**config.mk**
```make
export PLATFORM = sky130hd
export DESIGN_NAME = mole_scheduler
export DESIGN_NICKNAME = d
export VERILOG_FILES = /design/src/rtl/mole_scheduler.sv
export SDC_FILE = /design/constraint.sdc
export NUM_CORES = 1
export LEC_CHECK = 0
export ABC_AREA = 1
export BUFFER_PORTS_ARGS = -buffer_cell sky130_fd_sc_hd__buf_2
export CAP_MARGIN = 25
export CORE_AREA = 3 3 122 124
export CTS_CLUSTER_SIZE = 28
export DETAILED_ROUTE_END_ITERATION = 8
export DIE_AREA = 0 0 125 127
export GPL_ROUTABILITY_DRIVEN = 0
export PLACE_DENSITY = 0.4
export SETUP_SLACK_MARGIN = 0.5
export SLEW_MARGIN = 20
export SYNTH_ARGS = -nofsm -noshare
export SYNTH_HDL_FRONTEND = slang
export SYNTH_SLANG_ARGS = --single-unit
export TNS_END_PERCENT = 30
```
**constraint.sdc**
```tcl
create_clock -name clk -period 10.5 [get_ports clk]
set_input_delay 0.525 -clock clk [delete_from_list [all_inputs] [get_ports clk]]
set_output_delay 0.525 -clock clk [all_outputs]
set_load 0.005 [all_outputs]
```
**src/rtl/mole_scheduler.sv**
```systemverilog
// Mole placement scheduler: alternates pseudo-random placement waves and full retraction on mole_clk rising edges.
// A wave commits NUM_MOLES distinct holes (or fewer at the MAX_TRIES cap); hits remove moles one at a time.
module mole_scheduler #(
  parameter int          NUM_HOLES = 18,
  parameter int          NUM_MOLES = 3,
  parameter logic [15:0] LFSR_SEED = 16'hACE1,
  parameter int          MAX_TRIES = 64
) (
  input  logic                 clk,
  input  logic                 rst,
  input  logic                 game_in_progress,
  input  logic                 mole_clk,
  input  logic [NUM_HOLES-1:0] hit_mask,
  output logic [NUM_HOLES-1:0] mole_positions,
  output logic                 placing,
  output logic [7:0]           wave_count
);

  localparam int                   PW  = $clog2(NUM_MOLES + 1);
  localparam int                   TW  = $clog2(MAX_TRIES + 1);
  localparam logic [PW-1:0]        NM  = PW'(NUM_MOLES);
  localparam logic [TW-1:0]        MT  = TW'(MAX_TRIES);
  localparam logic [8:0]           NH  = 9'(NUM_HOLES);
  localparam logic [NUM_HOLES-1:0] ONE = NUM_HOLES'(1);

  typedef enum logic {IDLE, PLACE} state_t;

  state_t               state_q, state_d;
  logic [15:0]          lfsr_q, lfsr_d;
  logic [NUM_HOLES-1:0] pos_q, pos_d;
  logic [NUM_HOLES-1:0] shadow_q, shadow_d;
  logic [PW-1:0]        placed_q, placed_d;
  logic [TW-1:0]        tries_q, tries_d;
  logic [7:0]           wave_q, wave_d;
  logic                 placing_q, placing_d;
  logic                 mole_clk_d_q, mole_clk_d_d;
  logic [8:0]           cand;
  logic [NUM_HOLES-1:0] cand_oh;
  logic                 mclk_rise;

  always_comb begin
    lfsr_d       = lfsr_q[0] ? ((lfsr_q >> 1) ^ 16'hB400) : (lfsr_q >> 1);
    cand         = {1'b0, lfsr_q[7:0]} % NH;
    cand_oh      = ONE << cand;
    mole_clk_d_d = mole_clk;
    mclk_rise    = mole_clk & ~mole_clk_d_q;

    state_d  = state_q;
    pos_d    = pos_q;
    shadow_d = shadow_q;
    placed_d = placed_q;
    tries_d  = tries_q;
    wave_d   = wave_q;

    case (state_q)
      IDLE: begin
        if (!game_in_progress) begin
          pos_d = '0;
        end else if (mclk_rise) begin
          // An empty board means up phase, even if it was emptied by hits.
          if (pos_q != '0) begin
            pos_d = '0;
          end else begin
            shadow_d = '0;
            placed_d = '0;
            tries_d  = '0;
            state_d  = PLACE;
          end
        end else begin
          pos_d = pos_q & ~hit_mask;
        end
      end
      PLACE: begin
        pos_d = '0;
        if (!game_in_progress) begin
          state_d = IDLE;
        end else begin
          tries_d = tries_q + TW'(1);
          if ((shadow_q & cand_oh) == '0) begin
            shadow_d = shadow_q | cand_oh;
            placed_d = placed_q + PW'(1);
          end
          if (placed_d == NM || tries_d == MT) begin
            pos_d   = shadow_d;
            wave_d  = (wave_q == 8'hFF) ? wave_q : wave_q + 8'd1;
            state_d = IDLE;
          end
        end
      end
      default: state_d = IDLE;
    endcase

    placing_d = (state_d == PLACE);
  end

  always_ff @(posedge clk or posedge rst) begin
    if (rst) begin
      state_q      <= IDLE;
      lfsr_q       <= LFSR_SEED;
      pos_q        <= '0;
      shadow_q     <= '0;
      placed_q     <= '0;
      tries_q      <= '0;
      wave_q       <= '0;
      placing_q    <= 1'b0;
      mole_clk_d_q <= 1'b0;
    end else begin
      state_q      <= state_d;
      lfsr_q       <= lfsr_d;
      pos_q        <= pos_d;
      shadow_q     <= shadow_d;
      placed_q     <= placed_d;
      tries_q      <= tries_d;
      wave_q       <= wave_d;
      placing_q    <= placing_d;
      mole_clk_d_q <= mole_clk_d_d;
    end
  end

  assign mole_positions = pos_q;
  assign placing        = placing_q;
  assign wave_count     = wave_q;

endmodule

```
==> out/metrics.cfg <==
[route]
met3WireLength_um = 239
vias = 3217
met2WireLength_mm = 4.398
wl_met1_mm = 4.453
ant_nets = 0
drt_wl_total_mm = 9.220
drtIter0Drc = 122
post_drt_via_cell_ratio = 4.493
dr.max_layer_used = met4
drc = 0
firstDrtPassIters = 4
wl_per_cell_um = 12.88

[flow_run]
cap_violations = 0

[setup_path]
critPathRequiredTime_ns = 10.72
critical_path.slowest_cell = dfstp_2
timing.critical_path.from_type = flip-flop
path_max_fanout = 28
criticalPathCategory = flip-flop to flip-flop
timing.critical_path.slowest_cell_delay_ns = 0.53
worst_ep_arrival_time_ns = 4.46
worst_setup_path_end_kind = flip-flop

[sta]
achievable_clock_frequency_ghz = 0.2359
layout_setup_ws_ns = 6.262
tightestPinTransition_ns = 0.7960
setup_tns_ns = 0
rsz0062_at_grt = no
finClkSkew_ns = 0.006379
timing_hold_violations_final = 0
final_setup_violations = 0
maxSlewHeadroom_pct = 46.81
final_period_minus_worst_setup_slack_ns = 4.238
final.period_utilization_pct = 40.37
maxSlewViolCount = 0

[grt]
grt_antenna_before_repair = 0
grt_first_pass_wirelength_mm = 15.90
vias_in_the_first_global_route = 3233
grt_max_degree = 72
groute.usage.overall_pct = 12.33
grt.overflow.total = 0

[finish]
syn2layout_area_growth_pct = 18.87
design.final.nets = 557
fraction_of_layout_cells_with_a_size_suffix_above_1_pct = 21.64
antenna-diode-count = 0

[synthesis]
syn_nets = 507
synth-adder-area-share_pct = 1.288
synth_compound_gate_area_share_pct = 6.184
postSynth.topFlopCell = dfrtp_1
flip_flop_and_latch_count_after_synthesis = 71
synth_top_family_by_area = simple AND/OR/NAND/NOR gates
synth_edf_count = 0
ys.warnings.count = 0
post_synth_and_or_nand_nor_area_fraction_pct = 35.62
yosys-mux-area-fraction_pct = 0
synth_cell_type_count = 37
cells_after_synthesis = 481
async_flop_share_pct = 100.0
synth_xor_area_share_pct = 3.833
synth_area_per_cell_um2 = 8.077
post_synthesis_instance_area_mm2 = 0.003885
yosysSeqAreaShare_pct = 45.99

[clocking]
cts_tree = yes
clockBufferDepth = 2
cts_hold_repair.buffers = 0
sink_count = 71
cts.repair_timing.setup_buffer_count = 0
source_to_sink_clock_delay_at_the_later_pin_of_the_worst_skew_pair_ns = 0.33
cts.clk_slew.worst_paths_ns = 0.06
clk_root_buffer_cell = clkbuf_16
postCtsResizedCells = 0
htreeDepth = 3
cts_made_buffers = 9

[min_path]
hold_path.class = input pin to asynchronous set/reset pin

[power]
leakage_nw = 2.450
power_per_cell_area_mw_per_mm2 = 144.7
vdd_drop_max_mv = 0.06185
report.power.total_w = 0.0006680

[die]
core_area_mm2 = 0.01388
die_x_um = 125
start_util_pct = 27.99
die_h_um = 127
placementRows = 43
design.die.area_mm2 = 0.01588
top_level_ports = 49

[placement]
portBuffers = 48
placement.setup.worst_slack_ns = 6.239
dpl_wire_length_mm = 6.802

[status]
run_status = complete, no violations

[worst paths after layout]
check                           startpoint            end  slack [ns]  depth (start not counted)
worst max-delay path             lfsr_q[7]  wave_count[6]        6.26                         32
worst min-delay path                   rst  wave_count[3]        0.29                          3
worst max register to register   lfsr_q[7]  wave_count[6]        6.26                         32
worst min register to register   lfsr_q[9]      lfsr_q[8]        0.35                          0
max in group asynchronous              rst      lfsr_q[0]        9.59                          4
min in group clk                  mole_clk   mole_clk_d_q        0.32                          1
[synthesized netlist by cell type, types with 2 or more instances]
cell | number | area share [%]
nand3_1 | 56 | 7.2
buf_6 | 2 | 0.58
buf_1 | 2 | 0.19
nand3_2 | 4 | 1.0
nand4_1 | 14 | 2.3
o22ai_1 | 3 | 0.48
dfstp_2 | 8 | 5.4
nor4_1 | 4 | 0.64
nand2_1 | 135 | 13
ha_1 | 4 | 1.3
nor2_2 | 5 | 0.81
clkbuf_1 | 5 | 0.48
xnor2_1 | 4 | 0.90
nand3b_1 | 19 | 3.7
inv_1 | 48 | 4.6
nor2_4 | 2 | 0.58
inv_2 | 7 | 0.68
xor2_1 | 13 | 2.9
nor2_1 | 25 | 2.4
a21oi_1 | 9 | 1.2
o21ai_0 | 22 | 2.8
nor3_1 | 2 | 0.26
nand2_2 | 12 | 1.9
dfrtp_1 | 63 | 41
[power by group]
part / internal [W] / leakage, nW / switching [W]
sequential: 0.000287 / 0.952 / 0.0000137
combinational: 0.0000231 / 1.36 / 0.0000402
clock: 0.000184 / 0.142 / 0.000120
[flip-flops by register name (all words and copies together), names as in the netlist]
| register | count |
|---|---|
| mole_positions | 18 |
| shadow_q | 18 |
| lfsr_q | 16 |
| wave_count | 8 |
| tries_q | 7 |
| placed_q | 2 |
| mole_clk_d_q | 1 |
| placing | 1 |
[worst max-delay path: cells and delay by family (launching register included)]
kind	cells	cell delay, ns
AOI/OAI and AO/OA	1	0.14
adders and majority gates	1	0.18
buffers and inverters	4	0.22
DFF	1	0.53
and+or+nand+nor	26	3.04
[area by class of cell]
type / count / area, µm²
multi-input combinational: 344 / 1834
tap: 180 / 225.2
inverter: 55 / 206.4
timing repair buffer: 50 / 267.8
fill: 1502 / 9263
sequential: 71 / 1787
clock inverter: 7 / 72.57
clock buffer: 9 / 225.2
[stage by stage]
step           util, %  std cells  hold slack [ns]  cell area (µm²)
6_report         33.27        716           0.2913             4618
5_1_grt          33.27        716           0.3107             4618
4_1_cts          33.13        715           0.3092             4598
3_5_place_dp     30.98        699           0.3392             4300
3_3_place_gp     30.94        699           0.3359             4294
2_1_floorplan        -        481           0.3312             3885
[kinds of logic after synthesis]
group,count (synthesis)
AO/OA/AOI/OAI,40
XOR/XNOR,17
adder cells (fa/ha/maj),4
buffers and inverters,66
flip-flops,71
AND/OR/NAND/NOR,283
[routing by layer]
layer / global-route usage, % / up-vias
met1: 15.97 / 1511
met5: 0 / -
met4: 3.827 / 0
met3: 3.052 / 9
li1: - / 1666
met2: 20.44 / 31
[cell usage in the layout (no fill, tap or decap), types with 5 or more instances in the layout]
cell type  instances
a21oi_1            9
buf_2             48
clkbuf_16          9
dfrtp_1           63
dfstp_2            8
inv_1             46
inv_2              9
nand2_1          135
nand2_2           12
nand3_1           56
nand3b_1          19
nand4_1           14
nor2_1            25
nor2_2             5
o21ai_0           22
xor2_1            13
No activity file was read; power rests on OpenSTA's default activity.
